===== src/rtl/imem_loader.sv =====
// Boot loader: holds the ARM core in reset, writes a framed byte stream into instruction memory,
// verifies the XOR checksum and releases the core. Optional inter-byte timeout via IMEM_LOADER_TIMEOUT_EN.
module imem_loader #(
   parameter int ADDR_W      = 6,
   parameter int TIMEOUT_CYC = 100000
) (
   input  logic              clk,
   input  logic              reset,
   input  logic              rx_valid,
   input  logic [7:0]        rx_data,
   output logic              rx_ready,
   input  logic              reload,
   output logic              imem_we,
   output logic [ADDR_W-1:0] imem_addr,
   output logic [31:0]       imem_wdata,
   output logic              cpu_reset,
   output logic              loading,
   output logic              done,
   output logic [1:0]        err
);

   typedef enum logic [2:0] {LEN0, LEN1, DATA, CHK, RUN, ERR} state_t;

   localparam logic [16:0] DEPTH = 17'(1) << ADDR_W;

   state_t            state, state_next;
   logic [1:0]        err_next;
   logic [15:0]       len;
   logic [7:0]        csum;
   logic [1:0]        byte_idx;
   logic [ADDR_W:0]   word_cnt;
   logic [31:0]       word_buf;
   logic              accept;
   logic              reload_take;
   logic              timeout;
   logic [15:0]       len_full;
   logic              last_byte;
   logic              last_word;

   assign accept      = rx_valid && rx_ready;
   assign reload_take = reload && (state == RUN || state == ERR);
   assign len_full    = {rx_data, len[7:0]};
   assign last_byte   = (byte_idx == 2'd3);
   // word_cnt is one bit wider than the address so a full-depth frame never wraps
   assign last_word   = ({{(15 - ADDR_W){1'b0}}, word_cnt} == (len - 16'd1));

`ifdef IMEM_LOADER_TIMEOUT_EN
   logic [31:0] idle_cnt;
   logic        waiting;

   assign waiting = (state == LEN1 || state == DATA || state == CHK);
   assign timeout = waiting && !accept && (idle_cnt == 32'(TIMEOUT_CYC - 1));

   always_ff @(posedge clk) begin
      if (reset || !waiting || accept || state_next != state) begin
         idle_cnt <= '0;
      end else begin
         idle_cnt <= idle_cnt + 32'd1;
      end
   end
`else
   logic unused_timeout;

   assign timeout        = 1'b0;
   assign unused_timeout = (TIMEOUT_CYC == 0);
`endif

   always_comb begin
      state_next = state;
      err_next   = err;
      case (state)
         LEN0: begin
            if (accept) state_next = LEN1;
         end
         LEN1: begin
            if (accept) begin
               if ({1'b0, len_full} > DEPTH) begin
                  state_next = ERR;
                  err_next   = 2'b01;
               end else if (len_full == 16'd0) begin
                  state_next = CHK;
               end else begin
                  state_next = DATA;
               end
            end else if (timeout) begin
               state_next = ERR;
               err_next   = 2'b11;
            end
         end
         DATA: begin
            if (accept && last_byte && last_word) begin
               state_next = CHK;
            end else if (timeout) begin
               state_next = ERR;
               err_next   = 2'b11;
            end
         end
         CHK: begin
            if (accept) begin
               if (rx_data == csum) begin
                  state_next = RUN;
               end else begin
                  state_next = ERR;
                  err_next   = 2'b10;
               end
            end else if (timeout) begin
               state_next = ERR;
               err_next   = 2'b11;
            end
         end
         RUN, ERR: begin
            if (reload_take) begin
               state_next = LEN0;
               err_next   = 2'b00;
            end
         end
         default: begin
            state_next = LEN0;
            err_next   = 2'b00;
         end
      endcase
   end

   // Status outputs are decoded from the next state so they change on the same edge as the state
   always_ff @(posedge clk) begin
      if (reset) begin
         state      <= LEN0;
         err        <= 2'b00;
         rx_ready   <= 1'b1;
         loading    <= 1'b1;
         cpu_reset  <= 1'b1;
         done       <= 1'b0;
         imem_we    <= 1'b0;
         imem_addr  <= '0;
         imem_wdata <= '0;
         len        <= '0;
         csum       <= '0;
         byte_idx   <= '0;
         word_cnt   <= '0;
         word_buf   <= '0;
      end else begin
         state     <= state_next;
         err       <= err_next;
         rx_ready  <= (state_next inside {LEN0, LEN1, DATA, CHK});
         loading   <= (state_next inside {LEN0, LEN1, DATA, CHK});
         cpu_reset <= (state_next != RUN);
         done      <= (state_next == RUN);
         imem_we   <= 1'b0;
         if (reload_take) begin
            len      <= '0;
            csum     <= '0;
            byte_idx <= '0;
            word_cnt <= '0;
         end else if (accept) begin
            case (state)
               LEN0: len[7:0]  <= rx_data;
               LEN1: len[15:8] <= rx_data;
               DATA: begin
                  csum     <= csum ^ rx_data;
                  byte_idx <= byte_idx + 2'd1;
                  word_buf <= {rx_data, word_buf[31:8]};
                  if (last_byte) begin
                     imem_we    <= 1'b1;
                     imem_addr  <= word_cnt[ADDR_W-1:0];
                     imem_wdata <= {rx_data, word_buf[31:8]};
                     word_cnt   <= word_cnt + 1'b1;
                  end
               end
               default: ;
            endcase
         end
      end
   end

endmodule


===== config.mk =====
export PLATFORM = sky130hd
export DESIGN_NAME = imem_loader
export DESIGN_NICKNAME = d
export VERILOG_FILES = /design/src/rtl/imem_loader.sv
export SDC_FILE = /design/constraint.sdc
export NUM_CORES = 1
export LEC_CHECK = 0
export ABC_AREA = 1
export CAP_MARGIN = 20
export CORE_AREA = 8 8 131 133
export CTS_CLUSTER_DIAMETER = 80
export DETAILED_ROUTE_END_ITERATION = 8
export DIE_AREA = 0 0 139 141
export PLACE_DENSITY_LB_ADDON = 0.08
export RECOVER_POWER = 25
export SLEW_MARGIN = 15
export SYNTH_ARGS = -nofsm -noshare
export SYNTH_HDL_FRONTEND = slang
export SYNTH_SLANG_ARGS = --single-unit

===== constraint.sdc =====
create_clock -name clk -period 3.7 [get_ports clk]
set_input_delay 0.555 -clock clk [delete_from_list [all_inputs] [get_ports clk]]
set_output_delay 0.555 -clock clk [all_outputs]
set_load 0.02 [all_outputs]

# == Word level (Yosys, flattened, before mapping) ==
# Index checks and enable logic that the tools add are counted.
# totals
out_inout_bits,45
regBits,112
# op_classes
add_sub_neg,3
reduce_logical,20
n_eq_ne,18
n_bitwise,5
n_lt_le_gt_ge,1
n_mux,16
# ops
cell,count
two-way mux 3 bit,6
equality test 7 x 16 -> 1 bit,1
greater-than comparator 16 x 7 -> 1 bit (second input constant),1
zero test 16 bit,1
subtractor 16 x 1 -> 16 bit (second input constant),1
one-hot mux 3 bit (5 select lines),1
equality test 3 x 2 -> 1 bit (second input constant),4
two-way mux 2 bit,5
!= test 2 bit (second input constant),5
equality test 3 bit (second input constant),3
equality test 8 bit,1
one-hot mux 2 bit (4 select lines),1
XOR 8 bit,1
adder 7 x 1 -> 7 bit (second input constant),1
equality test 3 x 1 -> 1 bit (second input constant),2
zero test 3 bit,2
AND reduction 2 bit,3
AND reduction 3 bit,2
AND reduction 6 bit,1
OR reduction 2 bit,3
logical AND 1 bit,4
NOT 1 bit,4
AND reduction 4 bit,1
nonzero test 4 bit,1
6 further kinds,8

# == Logic depth before layout (Yosys ltp) ==
# logic_depth
depth_word,7
ltp_mapped,13
depth_no_buf,13

# == Worst setup path after synthesis ==
# No wires, ideal clock.
# synth_timing
path_kind,input to register
start,input rx_valid
end,register len[0]
slack_ns,2.121
t_required_ns,3.581
path_buffers,1
stages,6
arrival_ns,1.460
path_cell_list,nand2_1 -> nor3_2 -> inv_1 -> buf_2 -> o21ai_0 -> a21oi_1
# synth_via
elab_chain_len,2
# synth_lines
element,line_no,source
start: declaration,9,"input logic rx_valid,"
logical AND 1 bit,40,assign accept = rx_valid && rx_ready;
AND reduction 2 bit (no source line),n/a,
end signal: assignment,156,LEN0: len[7:0] <= rx_data;
end: declaration,28,logic [15:0] len;
# No other way between the ends.
# A chain may end at the register's enable or synchronous reset.

# == Worst setup path after layout ==
# layout_timing
start,input rx_valid
end,register word_cnt[6]
# layout_via
elab_chain_len,2
# layout_lines
element,line_no,source
logical AND 1 bit,40,
AND reduction 3 bit (no source line),n/a,
end signal: assignment,166,word_cnt <= word_cnt + 1'b1;
end: declaration,31,logic [ADDR_W:0] word_cnt;
# No other way between the ends.

==> flow_summary.rst <==
.. list-table::
   :header-rows: 1

   * - Metric
     - Value
   * - Overflow left after global routing
     - 0
   * - Final setup violating endpoints
     - 0
   * - Number of ports placed on the die boundary
     - 57
   * - First-pass GRT wire length
     - roughly 19000 um
   * - Result of the run
     - finished clean
   * - Antenna violations before repair
     - 0
   * - Vias in the first global route
     - between 3000 and 4000
   * - Remaining number of nets flagged by the antenna check after routing
     - 0
   * - Port Buffer Count
     - 56
   * - Hold buffers post-CTS
     - 0
   * - Area inside the core boundary
     - around 15000 um^2
   * - Final critical delay including setup and external delays
     - around 2600 ps
   * - Worst-path cell chain
     - clkdlybuf4s50_1 > nand3_1 > nor2_8 > inv_1 > nor4_1 > nand3_1 > xor2_1 > nor2_1
   * - Chip Width
     - between 100 and 150 um
   * - Switching part of the total power
     - 26.27%
   * - Share of flip-flops with an asynchronous set or reset
     - 0%
   * - Total number of clock tree sinks
     - approximately 100
   * - Number of violations reported at the end of detailed-routing iteration 0
     - 212
   * - P_sw
     - between 600 and 700 uW
   * - Overall via count from detail_route
     - ~3800
   * - Required time at the worst-slack endpoint
     - 3950 ps
   * - Leakage power total
     - 2.188 nW
   * - Net count of the finished layout
     - about 660
   * - Setup CP Type
     - input port to flip-flop
   * - Maximum clock frequency
     - between 0.3 and 0.4 GHz
   * - Worst-path cell with the longest stage delay
     - inv_1
   * - Level count of the clock H-tree
     - 3
   * - Final routed wirelength across all metal layers
     - 11770 um
   * - Netlist Area Pre-Place
     - ~4400 um^2
   * - Proportion of synthesized chip area in sequential cells
     - 46.99%
   * - Fin Hold WS
     - 459.9 ps
   * - Fraction of power consumed by the clock network
     - around 40%
   * - Kind of end point of the critical path
     - flip-flop
   * - Relative slew slack
     - between 10% and 20%
   * - RSZ-0062 raised after global routing
     - false
   * - Startpoint type of the worst setup path
     - input port
   * - Number of flops mapped to enable cells by yosys
     - 0
   * - Yosys warning count
     - 0
   * - Most used cell along the critical path
     - nand3_1
   * - HPWL after detailed placement
     - 8531 um
   * - Post-CTS Setup Inserts
     - 0
   * - Clock buffer depth
     - 2
   * - Std cell rows
     - 45
   * - Path class of the lowest-slack min-delay path
     - flip-flop to flip-flop
   * - Number of optimization iterations in the first detailed-route pass
     - 6
   * - # DRC
     - 0
   * - Max capacitance violation total
     - 0
   * - Number of distinct library cell variants in the gate-level netlist after synthesis
     - 32
   * - Post-Syn Nets
     - around 610
   * - Final Hold Viols
     - 0
   * - Die extent in y
     - approximately 140 um
   * - Clock latency on the worst-skew pair
     - about 350 ps
   * - Comb pwr share
     - between 10% and 20%
   * - Arrival @ worst endpoint
     - around 2800 ps
   * - Pwr dens
     - around 450 nW/um^2
   * - Clk pin slew, worst setup/hold paths
     - ~70 ps
   * - Synthesized instance count
     - 594
   * - Cell internal pwr
     - 1.808 mW
   * - Top cell family by delay on the critical path
     - simple AND/OR/NAND/NOR gates
   * - Starting utilization of the core area
     - just under 30%
   * - Setup skew after layout
     - roughly 6.6 ps
   * - Root Buffer
     - clkbuf_16
   * - Crit path max fanout
     - 38
   * - Sequential share of power
     - a little under half
   * - Filler cells
     - ~1600
   * - Count of buffer and inverter cells on the critical path
     - 2
   * - Via/cell ratio
     - 4.582
   * - Worst vdd rail ir drop
     - roughly 0.26 mV
   * - Antenna fix cells
     - 0
   * - Power, Total
     - 2.452 mW
   * - Max-slew violation count
     - 0
   * - Cells resized by post-CTS repair
     - 0
   * - Slowest cell delay on critical path
     - between 500 and 600 ps
   * - Area grow syn2layout
     - 22.59%
   * - Synthesized area divided by synthesized cell count
     - around 7.5 um^2
   * - Most used flip-flop cell after synthesis
     - dfxtp_1
   * - TritonCTS clock tree
     - yes
   * - Gr usage total
     - about an eighth
   * - Overall die area
     - around 20000 um^2
   * - Number of buffers inserted during clock tree synthesis
     - 9
   * - Pin count of the biggest net entering global routing
     - 52
   * - Final weighted congestion in routability-driven placement
     - 0.7760
   * - Post-route fraction of the period consumed by the critical path
     - between 60% and 70%
   * - Post-synthesis register bit count
     - approximately 100
   * - Post-route setup TNS
     - 0 ps
   * - Slew at the pin closest to its max-slew limit
     - approximately 1200 ps
   * - Detailed-route wire length per cell
     - about 14 um
   * - Fraction of final layout cells with drive strength greater than 1
     - between 7 and 8%
==> cell usage in the layout (no fill, tap or decap), types with 3 or more instances in the layout <==
cell type and instances:
nor2_1 82, clkdlybuf4s50_1 20, clkinv_2 3, o21ai_1 4, o21ai_0 49, xor2_1 4
dlygate4sd3_1 35, xnor2_1 10, nor3_2 3, nand3_1 16, dfxtp_1 104, nand2_2 6
nor2_4 4, ha_1 3, a21oi_1 68, buf_4 5, a211oi_1 11, inv_2 3
nor2_2 6, inv_1 40, nand2_1 141, clkbuf_16 9
==> synthesized netlist by cell type (all sizes together) (3+ instances only) <==
| master | instances | share of area (%) |
|---|---|---|
| nand2 | 148 | 13 |
| a21oi | 69 | 7.9 |
| buf | 16 | 2.2 |
| a211oi | 11 | 1.9 |
| inv | 43 | 3.6 |
| dfxtp | 104 | 47 |
| clkbuf | 10 | 0.85 |
| nor3 | 6 | 1.3 |
| o21ai | 53 | 6.0 |
| xnor2 | 10 | 2.0 |
| nor2 | 93 | 9.3 |
| xor2 | 4 | 0.79 |
| ha | 3 | 0.85 |
| nand3 | 17 | 2.0 |
==> power by group through the flow <==
stage | clock, mW | sequential, mW | combinational (mW)
floorplan | 0 | 1.19 | 0.217
global placement | 0 | 1.20 | 0.300
detailed placement | 0 | 1.20 | 0.302
CTS | 1.02 | 1.17 | 0.303
global route | 1.07 | 1.18 | 0.339
finish | 0.982 | 1.17 | 0.297
==> registers in the layout (all words and copies together), names as in the netlist <==
register,flops
byte_idx,2
cpu_reset,1
csum,8
done,1
err,2
imem_addr,6
imem_wdata,32
imem_we,1
len,16
loading,1
state,3
word_buf,24
word_cnt,7
==> through the flow <==
step,cell area (um^2),setup slack (ps),instances,utilization [%]
6_report,5431,1129,833,36.27
5_1_grt,5431,930.7,833,36.27
4_1_cts,5431,1363,833,36.27
3_5_place_dp,5125,999.0,817,34.22
3_3_place_gp,5125,1012,817,34.22
2_1_floorplan,4431,2121,594,-
==> area by class of cell <==
cell class / instances / area, um^2 / area share (%)
clock buffers: 11 / 252.7 / 4.653
clock inverters: 5 / 53.80 / 0.9906
inverters: 43 / 161.4 / 2.972
multi-input cells: 421 / 2053 / 37.80
flip-flops and latches: 104 / 2082 / 38.33
well taps: 188 / 235.2 / 4.331
repair buffers: 61 / 593.1 / 10.92
==> path summary, 6_finish.rpt <==
path                               from                          to  slack, ps  cells after the start
max                            rx_valid    word_cnt[6]$_SDFFE_PP0P_       1130                      8
max reg2reg    byte_idx[0]$_SDFFE_PP0P_    word_cnt[6]$_SDFFE_PP0P_       1310                      8
min          imem_wdata[9]$_SDFFE_PP0P_  imem_wdata[9]$_SDFFE_PP0P_        460                      2
min reg2reg  imem_wdata[9]$_SDFFE_PP0P_  imem_wdata[9]$_SDFFE_PP0P_        460                      2
==> metal layers <==
layer	GRT usage [%]	routed length (um)
met1	15.92	5858
met2	18.79	5187
met3	4.456	606
met4	3.120	122
met5	0	0
==> tightest hold or removal path, cell delays in order, from the launching register on <==
cell and delay, ps:
dfxtp_1 310, nand2_1 60, a21oi_1 50
==> cells by family after synthesis <==
group | count (synthesis) | share of synthesized area (%)
and+or+nand+nor | 269 | 26.38
AOI/OAI and AO/OA | 135 | 16.35
DFF | 104 | 46.99
buffers and inverters | 69 | 6.665
xor gates and xnor gates | 14 | 2.767
adders and majority gates | 3 | 0.8473
No activity file was read; power rests on OpenSTA's default activity.
